## src/rtl/xor_decrypt_rx_pkg.sv

```systemverilog
// Shared defaults, FSM state encoding and counter sizing for the XOR decrypt receiver.
package xor_decrypt_rx_pkg;

    localparam int MSG_SIZE_DEF = 64;
    localparam int KEY_SIZE_DEF = 8;

    typedef enum logic [1:0] {
        ST_IDLE    = 2'd0,
        ST_LOAD    = 2'd1,
        ST_DECRYPT = 2'd2,
        ST_SEND    = 2'd3
    } state_t;

    // One spare bit so a counter can hold the full size without wrapping.
    function automatic int cnt_width(input int size);
        return $clog2(size) + 1;
    endfunction

endpackage

```

## src/rtl/xor_decrypt_rx_if.sv

```systemverilog
// Serial key/ciphertext input and plaintext output lines of the XOR decrypt receiver.
interface xor_decrypt_rx_if;

    // Flag semantics: iKey_flag / iCt_flag qualify iData_in on the cycle they are
    // high (no backpressure, no ready); oData_flag qualifies oData_out the same way.
    logic iData_in;
    logic iKey_flag;
    logic iCt_flag;
    logic oData_out;
    logic oData_flag;
    logic oDecrypt_status;
    logic oBusy;

    modport master (
        output iData_in, iKey_flag, iCt_flag,
        input  oData_out, oData_flag, oDecrypt_status, oBusy
    );

    modport slave (
        input  iData_in, iKey_flag, iCt_flag,
        output oData_out, oData_flag, oDecrypt_status, oBusy
    );

endinterface

```

## src/rtl/piso_shift.sv

```systemverilog
// Parallel-in serial-out shifter: emits WIDTH bits MSB first with a qualifying flag.
module piso_shift #(
    parameter int WIDTH = 64
) (
    input  logic             clk,
    input  logic             rst,
    input  logic             ena,
    input  logic             load,
    input  logic [WIDTH-1:0] par_in,
    output logic             ser_out,
    output logic             flag,
    output logic             last
);
    localparam int CW = $clog2(WIDTH) + 1;

    logic [WIDTH-1:0] shreg_q;
    logic [CW-1:0]    cnt_q;

    always_ff @(posedge clk) begin
        if (rst) begin
            shreg_q <= '0;
            cnt_q   <= '0;
        end else if (ena) begin
            if (load) begin
                shreg_q <= par_in;
                cnt_q   <= CW'(WIDTH);
            end else if (cnt_q != '0) begin
                shreg_q <= {shreg_q[WIDTH-2:0], 1'b0};
                cnt_q   <= cnt_q - CW'(1);
            end
        end
    end

    assign flag    = (cnt_q != '0);
    assign ser_out = flag & shreg_q[WIDTH-1];
    assign last    = (cnt_q == CW'(1));

endmodule

```

## src/rtl/xor_decrypt_rx.sv

```systemverilog
// Serial XOR decryptor: collects key and ciphertext bits, XORs them with a
// repeating key and streams the plaintext back out MSB first.
module xor_decrypt_rx
    import xor_decrypt_rx_pkg::*;
#(
    parameter int MSG_SIZE = MSG_SIZE_DEF,
    parameter int KEY_SIZE = KEY_SIZE_DEF
) (
    input  logic            clk,
    input  logic            rst,
    input  logic            ena,
    xor_decrypt_rx_if.slave bus,
    output state_t          dbg_state
);
    localparam int KW = cnt_width(KEY_SIZE);
    localparam int CW = cnt_width(MSG_SIZE);
    localparam logic [KW-1:0] KEY_FULL = KW'(KEY_SIZE);
    localparam logic [CW-1:0] CT_FULL  = CW'(MSG_SIZE);

    state_t              state_q, state_d;
    logic [KEY_SIZE-1:0] key_q;
    logic [KW-1:0]       key_cnt_q;
    logic                key_flag_q;
    logic [MSG_SIZE-1:0] ct_q;
    logic [CW-1:0]       ct_cnt_q;
    logic [MSG_SIZE-1:0] pt_calc;
    logic [MSG_SIZE-1:0] pt_q;

    logic key_full, ct_full, key_restart, key_take, ct_take;
    logic send_last, send_flag, send_bit;

    assign key_full    = (key_cnt_q == KEY_FULL);
    assign ct_full     = (ct_cnt_q == CT_FULL);
    // A fresh rising key flag after a complete key starts a new key with this bit.
    assign key_restart = bus.iKey_flag && !key_flag_q && key_full;
    assign key_take    = bus.iKey_flag && (!key_full || key_restart);
    assign ct_take     = bus.iCt_flag && !ct_full &&
                         ((state_q == ST_IDLE) || (state_q == ST_LOAD));

    always_ff @(posedge clk) begin
        if (rst) begin
            key_q      <= '0;
            key_cnt_q  <= '0;
            key_flag_q <= 1'b0;
        end else if (ena) begin
            key_flag_q <= bus.iKey_flag;
            if (key_take) begin
                key_q     <= {key_q[KEY_SIZE-2:0], bus.iData_in};
                key_cnt_q <= key_restart ? KW'(1) : key_cnt_q + KW'(1);
            end
        end
    end

    always_ff @(posedge clk) begin
        if (rst) begin
            ct_q     <= '0;
            ct_cnt_q <= '0;
        end else if (ena) begin
            if ((state_q == ST_SEND) && send_last) begin
                ct_cnt_q <= '0;
            end else if (ct_take) begin
                ct_q     <= {ct_q[MSG_SIZE-2:0], bus.iData_in};
                ct_cnt_q <= ct_cnt_q + CW'(1);
            end
        end
    end

    for (genvar i = 0; i < MSG_SIZE; i++) begin : g_xor
        assign pt_calc[i] = ct_q[i] ^ key_q[i % KEY_SIZE];
    end

    // Plaintext is captured on entry to DECRYPT so later key loads cannot disturb it.
    always_ff @(posedge clk) begin
        if (rst) begin
            pt_q <= '0;
        end else if (ena && (state_q == ST_LOAD) && (state_d == ST_DECRYPT)) begin
            pt_q <= pt_calc;
        end
    end

    always_ff @(posedge clk) begin
        if (rst) begin
            state_q <= ST_IDLE;
        end else if (ena) begin
            state_q <= state_d;
        end
    end

    always_comb begin
        state_d             = state_q;
        bus.oDecrypt_status = 1'b0;
        bus.oBusy           = 1'b0;
        case (state_q)
            ST_IDLE: begin
                if (bus.iCt_flag) state_d = ST_LOAD;
            end
            ST_LOAD: begin
                if (ct_full && key_full) state_d = ST_DECRYPT;
            end
            ST_DECRYPT: begin
                bus.oDecrypt_status = 1'b1;
                bus.oBusy           = 1'b1;
                state_d             = ST_SEND;
            end
            ST_SEND: begin
                bus.oBusy = 1'b1;
                if (send_last) state_d = ST_IDLE;
            end
            default: state_d = ST_IDLE;
        endcase
    end

    piso_shift #(
        .WIDTH (MSG_SIZE)
    ) u_piso (
        .clk     (clk),
        .rst     (rst),
        .ena     (ena),
        .load    (state_q == ST_DECRYPT),
        .par_in  (pt_q),
        .ser_out (send_bit),
        .flag    (send_flag),
        .last    (send_last)
    );

    assign bus.oData_out  = send_bit;
    assign bus.oData_flag = send_flag;
    assign dbg_state      = state_q;

endmodule

```

## src/flat_wrapper.sv

```systemverilog
// flat-port wrapper written by rule: the top's interface ports become plain ports
module xor_decrypt_rx_flat import xor_decrypt_rx_pkg::*;
#(
    parameter int MSG_SIZE = MSG_SIZE_DEF,
    parameter int KEY_SIZE = KEY_SIZE_DEF
)
  (clk, rst, ena, dbg_state, bus_iData_in, bus_iKey_flag, bus_iCt_flag, bus_oData_out, bus_oData_flag, bus_oDecrypt_status, bus_oBusy);
  xor_decrypt_rx_if bus_i ();
  input  logic clk;
  input  logic rst;
  input  logic ena;
  output state_t dbg_state;
  input wire logic [$bits(bus_i.iData_in)-1:0] bus_iData_in;
  input wire logic [$bits(bus_i.iKey_flag)-1:0] bus_iKey_flag;
  input wire logic [$bits(bus_i.iCt_flag)-1:0] bus_iCt_flag;
  output wire logic [$bits(bus_i.oData_out)-1:0] bus_oData_out;
  output wire logic [$bits(bus_i.oData_flag)-1:0] bus_oData_flag;
  output wire logic [$bits(bus_i.oDecrypt_status)-1:0] bus_oDecrypt_status;
  output wire logic [$bits(bus_i.oBusy)-1:0] bus_oBusy;
  assign bus_i.iData_in = bus_iData_in;
  assign bus_i.iKey_flag = bus_iKey_flag;
  assign bus_i.iCt_flag = bus_iCt_flag;
  assign bus_oData_out = bus_i.oData_out;
  assign bus_oData_flag = bus_i.oData_flag;
  assign bus_oDecrypt_status = bus_i.oDecrypt_status;
  assign bus_oBusy = bus_i.oBusy;
  xor_decrypt_rx #(.MSG_SIZE(MSG_SIZE), .KEY_SIZE(KEY_SIZE)) u_core (.clk(clk), .rst(rst), .ena(ena), .bus(bus_i), .dbg_state(dbg_state));
endmodule
```

## config.mk

```make
export PLATFORM = sky130hd
export DESIGN_NAME = xor_decrypt_rx_flat
export DESIGN_NICKNAME = d
export VERILOG_FILES = /design/src/rtl/xor_decrypt_rx_pkg.sv /design/src/rtl/xor_decrypt_rx_if.sv /design/src/rtl/piso_shift.sv /design/src/rtl/xor_decrypt_rx.sv /design/src/flat_wrapper.sv
export SDC_FILE = /design/constraint.sdc
export NUM_CORES = 1
export LEC_CHECK = 0
export ABC_CLOCK_PERIOD_IN_PS = 3110
export BUFFER_PORTS_ARGS = -buffer_cell sky130_fd_sc_hd__buf_2
export CORE_MARGIN = 2
export CORE_UTILIZATION = 30
export DETAILED_ROUTE_END_ITERATION = 8
export MAX_ROUTING_LAYER = met4
export PLACE_DENSITY = 0.55
export SYNTH_ARGS = -nofsm -noshare
export SYNTH_HDL_FRONTEND = slang
export SYNTH_SLANG_ARGS = --single-unit
export TNS_END_PERCENT = 50
```

## constraint.sdc

```tcl
create_clock -name clk -period 3.11 [get_ports clk]
set_clock_uncertainty 0.2 [all_clocks]
set_input_delay 0.1555 -clock clk [delete_from_list [all_inputs] [get_ports clk]]
set_output_delay 0.1555 -clock clk [all_outputs]
set_load 0.1 [all_outputs]
```

==> reports/results.ini <==
[run_status]
status=finished clean

[placed_design]
place_area_um2=9590
dp_hpwl_mm=11.5
portBuffers=11
place.gp.congestion=0.765

[detailed_routing]
post-route-drc-count=0
first_pass_iters=5
vias=7180
ant_nets=0
viasPerCell=4.88
wirelength_mm=20.9
wl_per_cell_um=14.2
drtIter0Drc=492

[power_and_ir_drop]
p_comb_share_pct=24.2
p_sw_mw=2.63
peakVddDrop_uv=354
internal_power_mw=5.58
p_clk_share_pct=33.2
p_seq_share_pct=42.6
power_density_nw_per_um2=787
leakagePower_nw=3.22
switching_share_pct=32.0

[worst_setup_path]
rr_worst_depth=4
reg2reg_slack_ns=0.57
r2r-start=u_core.u_piso.cnt_q[2]
cp_max_fo=6
critical_path_class=register to output port
required_ns=2.75
cp-end-kind=output port
critPathArrivalTime_ns=2.22
r2r_end=u_core.dbg_state[0]
cp-start-kind=register

[clocking]
cts_buffers=24
cts_root_buffer=clkbuf_16
cts_tree=built
insertion_delay_ns=0.51
postCtsResizedCells=0
cts.sinks=221
path_clk_slew_ns=0.06
clockBufferDepth=3
htree_levels=1

[global_route]
antenna_found_initial=0
overflow=0
grt_use_total_pct=13.1
grt_max_degree=129
grt_pass1_wl_mm=35.0
grt_pass1_vias=6919

[synthesis]
yosysSeqAreaShare_pct=47.5
synth_edf_count=0
yosys_warnings=0
ys_async_sr_fraction_pct=0
syn_nets=1116
syn_area_um2=9310
synth_cells=1103
synth_common_cells=nand2_1, dfxtp_1, a21oi_1, nor2_1
yosysMostFrequentCell=nand2_1
yosys_register_bits=221
syn_area_per_cell_um2=8.44
synth_flop_cell=dfxtp_1
ys_types=43
synth_top_area_cell=dfxtp_1
ys_top_cells_by_area=dfxtp_1, nand2_1, xnor2_1
yosysTopAreaCellShare_pct=47.5

[cells_and_area]
drive_above_1_share_pct=8.75
area_delta_synth_final_pct=12.0
final_area_um2=10400
antenna_cells=0
layout.nets=1074

[run]
drv_cap=0

[floorplanning]
coreArea_um2=30600
std_cell_rows=64
die_x_um=180
die_y_um=180
io_pins=12
start_util_pct=30.4
die-area_um2=32400

[timing]
worst_pin_slew_ns=0.875
setup_viol=0
setup_tns_ns=0
rsz0062_at_grt=no
final_hold_viol_count=0
slew-limit-headroom_pct=41.1
fmax_mhz=389
period_needed_ns=2.57
slew_violations=0
fin_crit_sh_pct=82.8

[worst_hold_path]
hp-start=u_core.pt_q[22]
hold_end=u_core.pt_q[22]
hold-path-cell-count=2
min_path_type=register to register

-- what timing repair did --
item | 4_1_cts | 5_1_grt
hold endpoints to repair | 50 | 0
buffers inserted | 0 | 0
hold buffers | 8 | 0
endpoints found under the setup margin | 0 | 0
-- per-stage QoR --
stage | util [%] | hold WS [ns] | cells | total power, mW | setup slack [ns]
6_report | 34.1 | 0.260 | 1470 | 8.20 | 0.536
5_1_grt | 34.1 | 0.278 | 1470 | 8.75 | 0.357
4_1_cts | 34.1 | 0.262 | 1470 | 8.29 | 0.527
3_5_place_dp | 31.4 | 0.240 | 1423 | 5.55 | 0.681
3_3_place_gp | 31.4 | 0.237 | 1423 | 5.50 | 0.681
2_1_floorplan | - | 0.0915 | 1103 | 5.29 | 0.0173
-- layout by cell type (no fill, tap or decap), types with 3 or more instances in the layout --
cell / count
xnor2_1: 67
a311oi_2: 30
or3_1: 5
nand4_1: 3
nor3_1: 3
o21ai_0: 6
buf_4: 10
a311oi_1: 33
buf_12: 3
a21oi_1: 80
nor2_1: 81
nor4_1: 4
clkbuf_8: 7
nand3_1: 71
ha_1: 7
inv_1: 9
clkbuf_1: 7
dlygate4sd3_1: 8
o31ai_1: 67
dfxtp_1: 221
buf_2: 10
nand2_1: 281
clkbuf_16: 25
-- cells by family after synthesis --
kind of cell / share of synthesized area, %
simple gates: 20.5
flops: 47.5
fa+ha+maj: 0.941
mux: 0.229
buf+inv: 4.98
xor+xnor: 6.31
compound gates: 19.5
-- area by class of cell --
cell class / count / area, µm²
clock buffers: 39 / 748
flip-flops and latches: 221 / 4420
repair buffers: 32 / 277
inverters: 11 / 41.3
well taps: 396 / 495
fillers: 3236 / 20200
multi-input cells: 771 / 4430
-- power groups by stage --
stage                     logic, mW  clock network [mW]  registers (mW)
after global routing           2.28                2.92            3.55
after global placement         1.95                   0            3.55
after CTS                      2.01                2.79            3.50
after floorplan                1.80                   0            3.49
after detailed placement       2.00                   0            3.55
final                          1.99                2.72            3.50
-- flip-flops by register name (all words and copies together), names as in the netlist --
register / flops
u_core.key_flag_q: 1
u_core.pt_q: 64
u_core.u_piso.cnt_q: 7
u_core.u_piso.shreg_q: 64
u_core.dbg_state: 2
u_core.key_cnt_q: 4
u_core.ct_q: 64
u_core.key_q: 8
u_core.ct_cnt_q: 7
-- metal layers --
metal	GRT usage, %	part of all wire [%]
met1	16.3	46
met2	22.2	47
met3	1.74	4.1
met4	3.55	2.1
met5	-	0
-- worst max-delay path: stages (launching register included) --
cell and delay [ns]:
dfxtp_1 0.34, or4_1 0.68, nor2_1 0.32, nor2b_1 0.08, buf_2 0.30
-- worst max-delay path by stage --
| stage | slack [ns] | to | from | cells after the start |
|---|---|---|---|---|
| 6_report | 0.54 | bus_oData_out | u_core.u_piso.cnt_q[2] | 4 |
| 5_1_grt | 0.36 | u_core.u_piso.cnt_q[4] | u_core.u_piso.cnt_q[2] | 4 |
| 4_1_cts | 0.53 | bus_oData_out | u_core.u_piso.cnt_q[2] | 4 |
| 3_5_place_dp | 0.68 | u_core.u_piso.shreg_q[44] | u_core.u_piso.cnt_q[2] | 5 |
| 3_3_place_gp | 0.68 | u_core.ct_cnt_q[2] | u_core.u_piso.cnt_q[2] | 4 |
| 2_1_floorplan | 0.02 | u_core.u_piso.shreg_q[56] | u_core.dbg_state[1] | 5 |
Note: power is estimated with default switching activity, not from simulation.
